[src/rtl/dma_sample_arbiter_pkg.sv]
// dma_sample_arbiter_pkg: shared FSM state encoding and default DMA widths for the sample arbiter.
package dma_sample_arbiter_pkg;
  localparam logic [0:0] IDLE = 1'b0;
  localparam logic [0:0] WAIT = 1'b1;
  localparam int DMA_ADDR_W = 16;
  localparam int DMA_DATA_W = 16;
endpackage

[src/rtl/dma_sample_arbiter_if.sv]
// dma_sample_arbiter_if: channel request side and memory DMA side of the sample arbiter.
//   master = arbiter (drives req_data/req_rdy/startDMA/addrDMA/busy/timeout_err)
//   slave  = environment (drives req_start/req_addr/fromMemDMA/rdyDMA)
interface dma_sample_arbiter_if
  import dma_sample_arbiter_pkg::*;
#(
  parameter int NUM_CH = 3,
  parameter int ADDR_W = DMA_ADDR_W,
  parameter int DATA_W = DMA_DATA_W
);
  logic [NUM_CH-1:0]        req_start;
  logic [NUM_CH*ADDR_W-1:0] req_addr;
  logic [DATA_W-1:0]        req_data;
  logic [NUM_CH-1:0]        req_rdy;
  logic                     startDMA;
  logic [ADDR_W-1:0]        addrDMA;
  logic [DATA_W-1:0]        fromMemDMA;
  logic                     rdyDMA;
  logic                     busy;
  logic                     timeout_err;
  modport master (
    input  req_start, req_addr, fromMemDMA, rdyDMA,
    output req_data, req_rdy, startDMA, addrDMA, busy, timeout_err
  );
  modport slave (
    output req_start, req_addr, fromMemDMA, rdyDMA,
    input  req_data, req_rdy, startDMA, addrDMA, busy, timeout_err
  );
endinterface

[src/rtl/dma_sample_arbiter_rr_pick.sv]
// dma_sample_arbiter_rr_pick: combinational round-robin picker; first pending channel after last.
//   pend     pending request bits
//   last     index of the previously granted channel
//   any      at least one channel pending
//   pick_oh  one-hot winner, pick_idx its index
module dma_sample_arbiter_rr_pick #(
  parameter int NUM_CH = 3,
  parameter int IW     = $clog2(NUM_CH)
) (
  input  logic [NUM_CH-1:0] pend,
  input  logic [IW-1:0]     last,
  output logic              any,
  output logic [NUM_CH-1:0] pick_oh,
  output logic [IW-1:0]     pick_idx
);
  // Scan from farthest to nearest so the nearest pending channel after last is the final assignment.
  always_comb begin
    any = |pend;
    pick_idx = '0;
    for (int k = NUM_CH; k >= 1; k--)
      if (pend[(int'(last) + k) % NUM_CH]) pick_idx = IW'((int'(last) + k) % NUM_CH);
    pick_oh = any ? NUM_CH'(1) << pick_idx : '0;
  end
endmodule

[src/rtl/dma_sample_arbiter.sv]
// dma_sample_arbiter: round-robin merge of per-channel sample DMA reads onto one memory port, with timeout.
//   clk   rising-edge clock
//   rst   asynchronous active-low reset
//   bus   request strobes/addresses in, data/ready strobes out, memory start/address out, memory data/ready in
module dma_sample_arbiter
  import dma_sample_arbiter_pkg::*;
#(
  parameter int NUM_CH  = 3,
  parameter int ADDR_W  = DMA_ADDR_W,
  parameter int DATA_W  = DMA_DATA_W,
  parameter int TIMEOUT = 255
) (
  input logic clk,
  input logic rst,
  dma_sample_arbiter_if.master bus
);
  localparam int IW = $clog2(NUM_CH);
  logic [NUM_CH-1:0] pend, pick_oh, grant;
  logic [ADDR_W-1:0] addr_q [NUM_CH];
  logic [0:0]        state;
  logic [7:0]        cnt;
  logic [IW-1:0]     last, cur, pick_idx;
  logic              any;
  dma_sample_arbiter_rr_pick #(.NUM_CH(NUM_CH), .IW(IW)) u_pick (
    .pend(pend), .last(last), .any(any), .pick_oh(pick_oh), .pick_idx(pick_idx)
  );
  assign grant = (state == IDLE) ? pick_oh : '0;
  assign bus.busy = (state != IDLE) || (|pend);
  always_ff @(posedge clk or negedge rst) begin
    if (!rst) begin
      pend <= '0;
      for (int i = 0; i < NUM_CH; i++) addr_q[i] <= '0;
      state <= IDLE;
      cnt <= '0;
      last <= IW'(NUM_CH - 1);
      cur <= '0;
      bus.req_data <= '0;
      bus.req_rdy <= '0;
      bus.startDMA <= 1'b0;
      bus.addrDMA <= '0;
      bus.timeout_err <= 1'b0;
    end else begin
      // A fresh strobe beats the grant's clear, so a re-request during the grant stays pending.
      pend <= (pend & ~grant) | bus.req_start;
      for (int i = 0; i < NUM_CH; i++)
        if (bus.req_start[i]) addr_q[i] <= bus.req_addr[i*ADDR_W +: ADDR_W];
      bus.startDMA <= 1'b0;
      bus.req_rdy <= '0;
      bus.timeout_err <= 1'b0;
      if (state == IDLE) begin
        if (any) begin
          cur <= pick_idx;
          last <= pick_idx;
          bus.addrDMA <= addr_q[pick_idx];
          bus.startDMA <= 1'b1;
          cnt <= '0;
          state <= WAIT;
        end
      end else if (bus.rdyDMA) begin
        bus.req_data <= bus.fromMemDMA;
        bus.req_rdy <= NUM_CH'(1) << cur;
        state <= IDLE;
      end else if (cnt == 8'(TIMEOUT)) begin
        bus.req_data <= {DATA_W{1'b0}};
        bus.req_rdy <= NUM_CH'(1) << cur;
        bus.timeout_err <= 1'b1;
        state <= IDLE;
      end else begin
        cnt <= cnt + 8'd1;
      end
    end
  end
endmodule

[src/flat_wrapper.sv]
// flat-port wrapper written by rule: the top's interface ports become plain ports
module dma_sample_arbiter_flat import dma_sample_arbiter_pkg::*;
#(
  parameter int NUM_CH  = 3,
  parameter int ADDR_W  = DMA_ADDR_W,
  parameter int DATA_W  = DMA_DATA_W,
  parameter int TIMEOUT = 255
)
  (clk, rst, bus_req_start, bus_req_addr, bus_fromMemDMA, bus_rdyDMA, bus_req_data, bus_req_rdy, bus_startDMA, bus_addrDMA, bus_busy, bus_timeout_err);
  dma_sample_arbiter_if #(.NUM_CH(NUM_CH), .ADDR_W(ADDR_W), .DATA_W(DATA_W)) bus_i ();
  input logic clk;
  input logic rst;
  input wire logic [$bits(bus_i.req_start)-1:0] bus_req_start;
  input wire logic [$bits(bus_i.req_addr)-1:0] bus_req_addr;
  input wire logic [$bits(bus_i.fromMemDMA)-1:0] bus_fromMemDMA;
  input wire logic [$bits(bus_i.rdyDMA)-1:0] bus_rdyDMA;
  output wire logic [$bits(bus_i.req_data)-1:0] bus_req_data;
  output wire logic [$bits(bus_i.req_rdy)-1:0] bus_req_rdy;
  output wire logic [$bits(bus_i.startDMA)-1:0] bus_startDMA;
  output wire logic [$bits(bus_i.addrDMA)-1:0] bus_addrDMA;
  output wire logic [$bits(bus_i.busy)-1:0] bus_busy;
  output wire logic [$bits(bus_i.timeout_err)-1:0] bus_timeout_err;
  assign bus_i.req_start = bus_req_start;
  assign bus_i.req_addr = bus_req_addr;
  assign bus_i.fromMemDMA = bus_fromMemDMA;
  assign bus_i.rdyDMA = bus_rdyDMA;
  assign bus_req_data = bus_i.req_data;
  assign bus_req_rdy = bus_i.req_rdy;
  assign bus_startDMA = bus_i.startDMA;
  assign bus_addrDMA = bus_i.addrDMA;
  assign bus_busy = bus_i.busy;
  assign bus_timeout_err = bus_i.timeout_err;
  dma_sample_arbiter #(.NUM_CH(NUM_CH), .ADDR_W(ADDR_W), .DATA_W(DATA_W), .TIMEOUT(TIMEOUT)) u_core (.clk(clk), .rst(rst), .bus(bus_i));
endmodule
[config.mk]
export PLATFORM = sky130hd
export DESIGN_NAME = dma_sample_arbiter_flat
export DESIGN_NICKNAME = d
export VERILOG_FILES = /design/src/rtl/dma_sample_arbiter_pkg.sv /design/src/rtl/dma_sample_arbiter_if.sv /design/src/rtl/dma_sample_arbiter_rr_pick.sv /design/src/rtl/dma_sample_arbiter.sv /design/src/flat_wrapper.sv
export SDC_FILE = /design/constraint.sdc
export NUM_CORES = 1
export LEC_CHECK = 0
export BUFFER_PORTS_ARGS = -buffer_cell sky130_fd_sc_hd__buf_2
export CAP_MARGIN = 5
export CORE_MARGIN = 5
export CORE_UTILIZATION = 45
export DETAILED_ROUTE_END_ITERATION = 8
export MAX_ROUTING_LAYER = met4
export PLACE_DENSITY_LB_ADDON = 0.15
export SLEW_MARGIN = 15
export SYNTH_ARGS = -nofsm -noshare
export SYNTH_HDL_FRONTEND = slang
export SYNTH_SLANG_ARGS = --single-unit
[constraint.sdc]
create_clock -name clk -period 5.5 [get_ports clk]
set_clock_uncertainty 0.15 [all_clocks]
set_input_delay 1.375 -clock clk [delete_from_list [all_inputs] [get_ports clk]]
set_output_delay 1.375 -clock clk [all_outputs]
set_load 0.1 [all_outputs]
After elaboration in Yosys (flattened, before gate mapping)

Index checks and enable logic that the tools add are counted.

Register bits after elaboration: 101
Logic and storage cells: 75
Output and inout bits: 38
Bits of input ports: 70

Div/mod/pow operators: 3
Eq/ne operators: 3
Shifts and indexed selects: 2
Add/sub/neg operators: 4
Reductions and logical operators: 7
Muxes and demuxes: 34
Bitwise gates (word level): 5
$lt $le $gt $ge: 4

Operators by type and width:

| kind                                                         | count |
|---|---|
| less-than comparator 32 x 4 -> 1 bit (second input constant) | 3 |
| modulo 32 x 3 -> 32 bit (second input constant)              | 3 |
| two-way mux 16 bit                                           | 4 |
| binary-select mux 16 bit (select 2 bit)                      | 1 |
| two-way mux 8 bit                                            | 4 |
| two-way mux 3 bit                                            | 5 |
| two-way mux 1 bit                                            | 14 |
| adder 8 x 1 -> 8 bit (second input constant)                 | 1 |
| == test 8 bit (second input constant)                        | 1 |
| adder 2 x 2 -> 3 bit (second input constant)                 | 2 |
| binary-select mux 1 bit (select 2 bit)                       | 3 |
| two-way mux 2 bit                                            | 3 |
| << shifter 1 x 2 -> 3 bit (first input constant)             | 2 |
| inequality test 2 bit (second input constant)                | 2 |
| AND reduction 2 bit                                          | 2 |
| nonzero test 2 bit                                           | 2 |
| adder 2 x 1 -> 3 bit (second input constant)                 | 1 |
| bitwise AND 3 bit                                            | 1 |
| >= comparator 3 bit (second input constant)                  | 1 |
| inverter 2 -> 3 bit                                          | 1 |
| inverter 3 bit                                               | 1 |
| bitwise OR 3 bit                                             | 1 |
| AND reduction 3 bit                                          | 1 |
| OR reduction 3 bit                                           | 1 |
| 2 further kinds                                              | 2 |

Logic depth before layout (Yosys ltp)

Gate-level depths: netlist (run 1).

Word-level depth: 14
Gate-level depth with buffers: 9
Mapped depth without buffers: 7

By module

Synthesis (run 1) repeated with hierarchy kept, for this count alone.

Cells, all modules: 357
Area, all modules: 4314.1 um^2

Modules (own cells, without submodules):

| module                     | sequential area each (um^2) | times used | area each (um^2) | cells each |
|---|---|---|---|---|
| dma_sample_arbiter         | 2503.7                      | 1          | 4121.5           | 330 |
| dma_sample_arbiter_rr_pick | 0.0                         | 1          | 192.7            | 27 |

Worst setup path before layout (run 1)

OpenSTA, ideal clock, no wires.

Path kind: reg2out
Start point: register u_core.pend[2]
End point: output bus_busy
Required time: 3.975 ns
Stages on the path, launching flop included: 4
Path slack: 2.707 ns
Data arrival time: 1.268 ns
Path buffers: 1
Cells stage by stage: dfrtp_1 > buf_2 > nor3_1 > nand2b_1

Longest elaborated chain between the ends: 2

Ends and longest elaborated chain:

| what                   | line                     | text |
|---|---|---|
| start, declared        | dma_sample_arbiter.sv:18 | `logic [NUM_CH-1:0] pend, pick_oh, grant;` |
| start signal, assigned | dma_sample_arbiter.sv:44 | `pend <= (pend & ~grant) \| bus.req_start;` |
| OR reduction 3 bit     | dma_sample_arbiter.sv:28 | `assign bus.busy = (state != IDLE) \|\| (\|pend);` |
| logical OR 1 bit       | dma_sample_arbiter.sv:28 |  |
| end, declared          | flat_wrapper.sv:21       | `output wire logic [$bits(bus_i.busy)-1:0] bus_busy;` |

No other way between the ends.

Worst setup path after layout (run 1)

Ends and elaborated chain as after synthesis.

==> impl_metrics.yaml, run 1 <==
run_status:
  status: "completed"
route:
  first_iter_violations: 176
  avgViaCountPerCell: 5.43
  final_antenna_net_count: 0
  first_drt_pass_iteration_count: 4
  wirelength_um: 10500
  num_vias: 3233
  route.detailed.wl_per_inst_um: 17.7
  drt_drc_violations_left: 0
worst_setup_path:
  timing.rr.end: "u_core.pend[0]$_DFF_PN0_"
  crit_type: "register to primary output"
  worst-endpoint-required_ns: 3.97
  arrival_ns: 1.50
  critPathTopFamily: "flip-flops"
  timing.rr.start: "u_core.cur[0]$_DFFE_PN0P_"
  largest_stage_delay_worst_path_ns: 0.53
  crit_chain: "nor3_1 -> nand2b_1 -> buf_2"
  crit_path_slowest_cell: "sky130_fd_sc_hd__dfrtp_1"
  ff2ff_setup_slack_ns: 2.69
  maximum_net_fanout_on_the_critical_path: 8
  setup.worst_path.start_class: "register"
  cp_endpoint_kind: "primary output"
  ff2ff_path_depth: 7
  crit_buf_inv: 1
sta:
  period_share: 0.550
  totalNegativeSetupSlack_ns: 0
  setup_viol: 0
  clock.fmax_mhz: 331
  timing_hold_violations_final: 0
  tightest_slew_ns: 0.933
  fin_hold_ws_ns: 0.355
  timing_max_transition_violations_final: 0
  post-route-min-period_ns: 3.02
  rsz0062_at_grt: "false"
  timing.slew.headroom: 0.378
floorplan:
  die_height_um: 110
  io_pins: 108
  design.core.area_um2: 9770
  fp.dieW_um: 110
  design.die.area_um2: 12100
  initial_utilization: 0.460
  rows: 36
worst_hold_path:
  timing.hold.worst.start: "u_core.cur[1]$_DFFE_PN0P_"
  min_delay_worst_endpoint: "u_core.bus.req_rdy[1]$_DFF_PN0_"
  timing.hold.worst_path_depth: 1
  min_path_type: "register to register"
logic_synthesis:
  register_bit_count_reported_by_yosys: 100
  ys_types: 48
  syn_area_um2: 4500
  syn_inst: 362
  synth_fp_nets: 437
  netlist.top_cell.by_area: "sky130_fd_sc_hd__dfrtp_1"
  synth_largest_type_area_fraction: 0.551
  synth.yosys.seq_area_share: 0.556
  synth-async-reset-ratio: 1.00
  dominantRegCellSynth: "sky130_fd_sc_hd__dfrtp_1"
  synth.yosys.warnings: 0
  syn_area_per_cell_um2: 12.4
  synth.area.top_cells: "sky130_fd_sc_hd__dfrtp_1 (55%), sky130_fd_sc_hd__mux2_2 (12%), sky130_fd_sc_hd__a22o_1 (3.1%)"
  synth_edf_count: 0
clock_network:
  clockRootBuffer: "sky130_fd_sc_hd__clkbuf_8"
  clock_transition_at_the_registers_of_the_reported_paths_ns: 0.09
  cts_hold_buffers: 0
  worstSkewPairLatency_ns: 0.35
  cts_buffers: 9
  clkSinkCount: 100
  postCtsResizedCells: 0
  htree_levels: 3
  postCtsSetupRepairBufs: 0
  clock_path_buffers: 2
  tritoncts: "done"
final_layout:
  layout-area-overhead-vs-synth_pct: 17.4
  num-nets-final: 532
  post_route_cells_drive_above_1_share: 0.424
  final.fill_count: 893
  antenna_cells: 0
  final_design_area_no_fill_um2: 5280
grt:
  grt_pass1_wl_um: 16800
  pin_count_of_the_biggest_net_entering_global_routing: 74
  antenna_found_initial: 0
  grt_use_total: 0.186
  grt_overflow_total: 0
  first_global_vias: 3242
placed_design:
  gp_congestion: 0.788
  place_hpwl_um: 7260
  placement.cell_area_um2: 5090
  io_buffer_count: 107
run:
  max-cap-violations: 0
[layout by cell type (no fill, tap or decap), types with 3 or more instances in the layout]
master,Yosys,routed
sky130_fd_sc_hd__a21o_1,3,3
sky130_fd_sc_hd__a21oi_1,4,4
sky130_fd_sc_hd__a22o_1,16,16
sky130_fd_sc_hd__a2bb2oi_1,16,16
sky130_fd_sc_hd__buf_2,13,106
sky130_fd_sc_hd__buf_4,1,3
sky130_fd_sc_hd__clkbuf_8,0,9
sky130_fd_sc_hd__dfrtp_1,99,99
sky130_fd_sc_hd__ha_1,5,5
sky130_fd_sc_hd__inv_1,6,6
sky130_fd_sc_hd__mux2_2,48,48
sky130_fd_sc_hd__nand2_1,36,36
sky130_fd_sc_hd__nand2b_1,3,3
sky130_fd_sc_hd__nand3_1,9,9
sky130_fd_sc_hd__nand4_1,17,17
sky130_fd_sc_hd__nor2_1,11,11
sky130_fd_sc_hd__nor3_1,4,4
sky130_fd_sc_hd__nor3b_1,3,3
sky130_fd_sc_hd__o211ai_1,8,8
sky130_fd_sc_hd__o211ai_2,10,10
sky130_fd_sc_hd__o21ai_0,3,3
sky130_fd_sc_hd__xnor2_1,6,6
[cells by family after synthesis]
kind of cell | share of synthesized area
XOR/XNOR | 0.0117
AO/OA/AOI/OAI | 0.150
adder cells (fa/ha/maj) | 0.0139
flip-flops | 0.556
AND/OR/NAND/NOR | 0.104
multiplexers | 0.130
buffers and inverters | 0.0345
[how the worst max path moves through the flow]
stage,startpoint,to,slack [ns],cells after the start
2_1_floorplan,u_core.pend[2]$_DFF_PN0_,bus_busy,2.71,3
3_3_place_gp,bus_rdyDMA,u_core.cnt[7]$_DFFE_PN0P_,2.71,6
3_5_place_dp,bus_rdyDMA,u_core.cnt[7]$_DFFE_PN0P_,2.69,6
4_1_cts,u_core.pend[2]$_DFF_PN0_,bus_busy,2.45,3
5_1_grt,u_core.pend[1]$_DFF_PN0_,bus_busy,2.35,3
6_report,u_core.pend[2]$_DFF_PN0_,bus_busy,2.48,3
[metal layers]
layer | vias up | GRT usage | wire, um
met5 | - | - | 0
met3 | 13 | 0.0297 | 572
li1 | 1511 | - | -
met2 | 113 | 0.286 | 4740
met1 | 1596 | 0.255 | 5040
met4 | 0 | 0.0543 | 177
[final cells by class]
type                            count  area (um2)  share of cell area
Inverter                            7        26.3             0.00497
Clock inverter                      6        65.1              0.0123
Clock buffer                       10         128              0.0242
Sequential cell                   100        2500               0.474
Timing Repair Buffer              109         553               0.105
Tap cell                          133         166              0.0315
Multi-Input combinational cell    230        1840               0.348
[registers in the layout, summed over array words and instances (netlist names)]
name,count
u_core.addr_q,48
u_core.cur,2
u_core.bus.req_rdy,3
u_core.state,1
u_core.bus.addrDMA,16
u_core.bus.timeout_err,1
u_core.pend,3
u_core.bus.req_data,16
u_core.last,1
u_core.bus.startDMA,1
u_core.cnt,8
[stage by stage]
stage / worst slack [ns] / utilization / instances
2_1_floorplan: 2.71 / - / 362
3_3_place_gp: 2.71 / 0.521 / 579
3_5_place_dp: 2.69 / 0.521 / 579
4_1_cts: 2.45 / 0.540 / 595
5_1_grt: 2.35 / 0.540 / 595
6_report: 2.48 / 0.540 / 595
[synth_stat cells, types with 4 or more instances]
cell type and instances:
sky130_fd_sc_hd__nor2_1 11, sky130_fd_sc_hd__a22o_1 16, sky130_fd_sc_hd__o211ai_2 10, sky130_fd_sc_hd__nand3_1 9
sky130_fd_sc_hd__nor3_1 4, sky130_fd_sc_hd__clkbuf_1 8, sky130_fd_sc_hd__inv_1 6, sky130_fd_sc_hd__ha_1 5
sky130_fd_sc_hd__xnor2_1 6, sky130_fd_sc_hd__nand4_1 17, sky130_fd_sc_hd__a2bb2oi_1 16, sky130_fd_sc_hd__a21oi_1 4
sky130_fd_sc_hd__dfrtp_1 99, sky130_fd_sc_hd__nand2_1 36, sky130_fd_sc_hd__mux2_2 48, sky130_fd_sc_hd__o211ai_1 8
sky130_fd_sc_hd__buf_2 13
[worst reg2reg max path, delay by kind of cell (launching register included)]
family | cells | cell delay [ns]
DFF | 1 | 0.44
adders and majority gates | 1 | 0.47
AOI/OAI and AO/OA | 4 | 1.34
buffers and inverters | 1 | 0.12
and+or+nand+nor | 1 | 0.19
Power of run 1 is not shown: default switching activity piles up to over one toggle a cycle in this logic, so the estimate is an artifact.
==> inputs of run 2 (changes only) <==
==> constraint.sdc (replaced) <==
create_clock -name clk -period 2.8 [get_ports clk]
set_clock_uncertainty 0.15 [all_clocks]
set_input_delay 0.7 -clock clk [delete_from_list [all_inputs] [get_ports clk]]
set_output_delay 0.7 -clock clk [all_outputs]
set_load 0.1 [all_outputs]
==> run 2 against run 1 <==
  * Global-route usage is 0.70 points lower
  * Non-clock buffer count is 3 higher
  * Via count is 0.62% lower
  * Register-to-register slack worse by 2.4 ns
  * Sequential share of layout area is 0.67 points lower
  * Critical path depth is 5 higher
  * Die area stayed put
  * Hold slack worse by 0.15 ns
  * Cell count is 0.50% higher
  * Setup slack worse by 2.2 ns
  * Largest cell class unchanged
==> impl_metrics.yaml, run 2 (synthesized netlist as in run 1, its figures left out) <==
worst_setup_path:
  setup.worst_path.start_class: "register"
  worst-endpoint-required_ns: 2.93
  crit_type: "register to register"
  cp_endpoint_kind: "register"
  arrival_ns: 2.62
  maximum_net_fanout_on_the_critical_path: 20
  ff2ff_path_depth: 8
placed_design:
  placement.cell_area_um2: 5140
  io_buffer_count: 107
  place_hpwl_um: 7250
  gp_congestion: 0.839
route:
  first_drt_pass_iteration_count: 4
  drt_drc_violations_left: 0
  wirelength_um: 10200
  num_vias: 3213
  route.detailed.wl_per_inst_um: 17.1
  avgViaCountPerCell: 5.37
  first_iter_violations: 158
  final_antenna_net_count: 0
final_layout:
  commonest_cells_after_routing_fill_and_taps_aside: "sky130_fd_sc_hd__buf_2 (106), sky130_fd_sc_hd__dfrtp_1 (99), sky130_fd_sc_hd__mux2_2 (48)"
  registers_with_the_highest_flip_flop_counts: "u_core.addr_q x48, u_core.bus.addrDMA x16, u_core.bus.req_data x16"
  regMostFlops: "u_core.addr_q"
  num-nets-final: 535
  largest_reg_flops: 48
  post_route_cells_drive_above_1_share: 0.428
  most_frequent_standard_cell_in_the_layout_excluding_fill_and_tap_cells: "sky130_fd_sc_hd__buf_2"
  layout-area-overhead-vs-synth_pct: 19.1
  final_design_area_no_fill_um2: 5360
  antenna_cells: 0
grt:
  global_route.usage.met3: 0.0355
  grt_use_total: 0.179
  globalRoute.busiestLayer: "met2"
  pin_count_of_the_biggest_net_entering_global_routing: 49
  first_global_vias: 3149
  grt_overflow_total: 0
  grt_pass1_wl_um: 16300
  antenna_found_initial: 0
  grt_use_met2: 0.259
  grt.met1_usage: 0.258
floorplan:
  design.die.area_um2: 12100
  die_height_um: 110
  initial_utilization: 0.460
  rows: 36
  fp.dieW_um: 110
  design.core.area_um2: 9770
  io_pins: 108
sta:
  timing.slew.headroom: 0.535
  rsz0062_at_grt: "false"
  post-route-min-period_ns: 2.50
  timing_hold_violations_final: 0
  period_share: 0.891
  totalNegativeSetupSlack_ns: 0
  clock.fmax_mhz: 401
  setup_viol: 0
  timing_max_transition_violations_final: 0
  tightest_slew_ns: 0.697
clock_network:
  tritoncts: "done"
  worstSkewPairLatency_ns: 0.35
  clock_transition_at_the_registers_of_the_reported_paths_ns: 0.10
  clockRootBuffer: "sky130_fd_sc_hd__clkbuf_8"
  clkSinkCount: 100
  cts_hold_buffers: 0
  cts_buffers: 9
  htree_levels: 3
  clock_path_buffers: 2
run_status:
  status: "completed"
run:
  max-cap-violations: 0
worst_hold_path:
  min_path_type: "input pin to async pin"
==> run 2: area by class of cell <==
cell class / instances / area [um2]
clock buffer: 10 / 128
clock inverter: 6 / 88.8
fill: 872 / 4420
inverter: 7 / 26.3
multi-input combinational: 230 / 1850
sequential: 100 / 2500
tap: 133 / 166
timing repair buffer: 112 / 601
==> run 2: per-layer routing <==
layer | routed length (um) | share of wire
met1 | 4960 | 0.49
met2 | 4590 | 0.45
met3 | 542 | 0.053
met4 | 121 | 0.012
met5 | 0 | 0
==> run 2: timing repair <==
item,in CTS,in global routing
setup endpoints to repair,0,14
setup buffers,0,0
resized for setup,0,1
==> run 2: stage by stage <==
stage,instances,hold slack [ns],setup slack (ns),util
after floorplan,362,0.254,0.649,-
after global placement,582,0.332,0.180,0.526
after detailed placement,582,0.337,0.0776,0.526
after CTS,598,0.221,0.0692,0.548
after global routing,598,0.228,0.163,0.548
final,598,0.201,0.305,0.548
==> run 2: critical path, stage by stage, from the launching register on <==
cell	delay (ns)
sky130_fd_sc_hd__dfrtp_1	0.42
sky130_fd_sc_hd__inv_1	0.11
sky130_fd_sc_hd__ha_1	0.47
sky130_fd_sc_hd__and2_1	0.19
sky130_fd_sc_hd__o22ai_2	0.14
sky130_fd_sc_hd__a31oi_4	0.47
sky130_fd_sc_hd__buf_12	0.21
sky130_fd_sc_hd__nand2_1	0.10
sky130_fd_sc_hd__o211ai_2	0.14
==> run 2: worst paths after layout <==
path / start / to / slack, ns
setup / recovery: u_core.cur[0]$_DFFE_PN0P_ / u_core.bus.addrDMA[13]$_DFFE_PN0P_ / 0.30
hold / removal: rst / u_core.bus.req_data[10]$_DFFE_PN0P_ / 0.20
setup reg to reg: u_core.cur[0]$_DFFE_PN0P_ / u_core.bus.addrDMA[13]$_DFFE_PN0P_ / 0.30
hold reg to reg: u_core.cur[1]$_DFFE_PN0P_ / u_core.bus.req_rdy[1]$_DFF_PN0_ / 0.36
max in group asynchronous: rst / u_core.bus.addrDMA[10]$_DFFE_PN0P_ / 1.65
min in group clk: u_core.cur[1]$_DFFE_PN0P_ / u_core.bus.req_rdy[1]$_DFF_PN0_ / 0.36
Power of run 2 is left out for the same reason.
==> inputs of run 3 (changes only) <==
--- a/config.mk
+++ b/config.mk
@@ -12,6 +12,7 @@
 export DETAILED_ROUTE_END_ITERATION = 8
 export MAX_ROUTING_LAYER = met4
 export PLACE_DENSITY_LB_ADDON = 0.15
+export REMOVE_ABC_BUFFERS = 1
 export SLEW_MARGIN = 15
 export SYNTH_ARGS = -nofsm -noshare
 export SYNTH_HDL_FRONTEND = slang
==> run 3 against run 2 <==
  * Cell count is 0.84% higher
  * Sequential cell count stayed put
  * Wire length is 1.8% higher
  * Global-route usage is 0.94 points higher
  * Count of clock-buffer cells in the layout is 1 lower
  * Maximum frequency is 0.62% lower
  * Hold slack worse by 0.038 ns
  * Critical endpoint is now u_core.bus.addrDMA[2]$_DFFE_PN0P_
  * Highest routed layer unchanged
==> impl_metrics.yaml, run 3 (synthesized netlist as in run 1, its figures left out) <==
placed_design:
  gp_congestion: 0.918
  placement.cell_area_um2: 5150
  post-place-ws_ns: -0.0350
  placedCellCount: 586
  io_buffer_count: 107
  place_hpwl_um: 7070
worst_setup_path:
  crit_path_slowest_cell: "sky130_fd_sc_hd__ha_1"
  setup.worst_path.start_class: "register"
  worst-endpoint-required_ns: 2.86
  crit_buf_inv: 1
  timing.rr.end: "u_core.bus.addrDMA[2]$_DFFE_PN0P_"
  crit_type: "register to register"
  timing.rr.start: "u_core.cur[0]$_DFFE_PN0P_"
  ff2ff_path_depth: 7
  critPathTopFamily: "simple AND/OR/NAND/NOR gates"
  cp_endpoint_kind: "register"
  ff2ff_setup_slack_ns: 0.29
  maximum_net_fanout_on_the_critical_path: 14
  largest_stage_delay_worst_path_ns: 0.49
  crit_chain: "inv_1 -> ha_1 -> nand2_1 -> o22a_4 -> mux2i_2 -> nor2_4 -> o211ai_1"
  arrival_ns: 2.57
sta:
  fin_hold_ws_ns: 0.163
  clock.fmax_mhz: 398
  tightest_slew_ns: 0.696
  postLayoutSetupSlackWorst_ns: 0.289
  setup_viol: 0
  post-route-min-period_ns: 2.51
  period_share: 0.897
  rsz0062_at_grt: "false"
  timing_max_transition_violations_final: 0
  timing.slew.headroom: 0.535
  timing_hold_violations_final: 0
final_layout:
  final_design_area_no_fill_um2: 5340
  num-nets-final: 539
  most_frequent_standard_cell_in_the_layout_excluding_fill_and_tap_cells: "sky130_fd_sc_hd__buf_2"
  multi_input_comb_area_um2: 1850
  post_layout_nonfiller_instances: 603
  regMostFlops: "u_core.addr_q"
  largest_reg_flops: 48
  commonest_cells_after_routing_fill_and_taps_aside: "sky130_fd_sc_hd__buf_2 (106), sky130_fd_sc_hd__dfrtp_1 (99), sky130_fd_sc_hd__mux2_2 (48)"
  registers_with_the_highest_flip_flop_counts: "u_core.addr_q x48, u_core.bus.addrDMA x16, u_core.bus.req_data x16"
  post_route_cells_drive_above_1_share: 0.435
  final.fill_count: 874
  register_area_um2: 2500
  layout-area-overhead-vs-synth_pct: 18.7
grt:
  grt_use_total: 0.188
  antenna_found_initial: 1
  first_global_vias: 3355
  grt_overflow_total: 0
  grt_pass1_wl_um: 17200
  pin_count_of_the_biggest_net_entering_global_routing: 44
route:
  avgViaCountPerCell: 5.36
  num_vias: 3235
  drt_drc_violations_left: 0
  route.detailed.wl_per_inst_um: 17.2
  wirelength_um: 10400
  final_antenna_net_count: 0
  first_iter_violations: 194
  first_drt_pass_iteration_count: 4
clock_network:
  worstSkewPairLatency_ns: 0.36
  clockRootBuffer: "sky130_fd_sc_hd__clkbuf_8"
  tritoncts: "done"
  cts_buffers: 9
  cts_hold_buffers: 0
  htree_levels: 3
  clkSinkCount: 100
  clock_path_buffers: 2
  clock_transition_at_the_registers_of_the_reported_paths_ns: 0.10
worst_hold_path:
  min_path_type: "input pin to async pin"
run:
  max-cap-violations: 0
floorplan:
  design.core.area_um2: 9770
  initial_utilization: 0.460
  io_pins: 108
  die_height_um: 110
  rows: 36
  design.die.area_um2: 12100
  fp.dieW_um: 110
run_status:
  status: "completed"
## run 3: cell types whose count changed in the layout (fill, tap and decap cells not counted)
cell,previous run,this run
sky130_fd_sc_hd__clkinvlp_4,2,0
sky130_fd_sc_hd__buf_4,4,9
sky130_fd_sc_hd__inv_8,0,1
sky130_fd_sc_hd__inv_6,0,3
sky130_fd_sc_hd__bufinv_16,2,0
sky130_fd_sc_hd__diode_2,0,1
sky130_fd_sc_hd__buf_12,2,1
sky130_fd_sc_hd__clkinv_2,1,2
sky130_fd_sc_hd__clkbuf_1,1,0
## run 3: cell type report
class,count,share of cell area
repair buffers,116,0.116
clock buffers,9,0.0232
clock inverters,7,0.0105
multi-input cells,230,0.345
flip-flops and latches,100,0.469
well taps,133,0.0311
inverters,7,0.00492
diodes,1,0.000468
## run 3: repair_timing
item / CTS / global route
gates resized for setup: 1 / 0
endpoints found under the setup margin: 2 / 0
setup buffers: 0 / 0
## run 3: worst max-delay path by stage
stage / from / endpoint / depth (start not counted)
2_1_floorplan: u_core.cur[0]$_DFFE_PN0P_ / u_core.pend[0]$_DFF_PN0_ / 7
3_3_place_gp: u_core.cur[0]$_DFFE_PN0P_ / u_core.bus.addrDMA[3]$_DFFE_PN0P_ / 7
3_5_place_dp: u_core.cur[0]$_DFFE_PN0P_ / u_core.bus.addrDMA[2]$_DFFE_PN0P_ / 7
4_1_cts: u_core.cur[0]$_DFFE_PN0P_ / u_core.bus.addrDMA[2]$_DFFE_PN0P_ / 7
5_1_grt: u_core.cur[0]$_DFFE_PN0P_ / u_core.bus.addrDMA[2]$_DFFE_PN0P_ / 7
6_report: u_core.cur[0]$_DFFE_PN0P_ / u_core.bus.addrDMA[2]$_DFFE_PN0P_ / 7
## run 3: routing by layer
layer  up-vias  GRT usage  part of all wire
li1       1525          -                 -
met5         -          -                 0
met2       102      0.283              0.46
met4         0     0.0597             0.012
met1      1594      0.260              0.47
met3        14     0.0338             0.057
## run 3: stage by stage
step           setup TNS, ns  utilization
2_1_floorplan              0            -
3_3_place_gp               0        0.527
3_5_place_dp         -0.0519        0.527
4_1_cts                    0        0.546
5_1_grt                    0        0.547
6_report                   0        0.547
## run 3: worst register-to-register path: stages, from the launching register on
cell and delay (ns):
sky130_fd_sc_hd__dfrtp_1 0.44, sky130_fd_sc_hd__inv_1 0.12, sky130_fd_sc_hd__ha_1 0.49, sky130_fd_sc_hd__nand2_1 0.11, sky130_fd_sc_hd__o22a_4 0.25, sky130_fd_sc_hd__mux2i_2 0.19
sky130_fd_sc_hd__nor2_4 0.44, sky130_fd_sc_hd__o211ai_1 0.19
Power of run 3 is left out for the same reason.
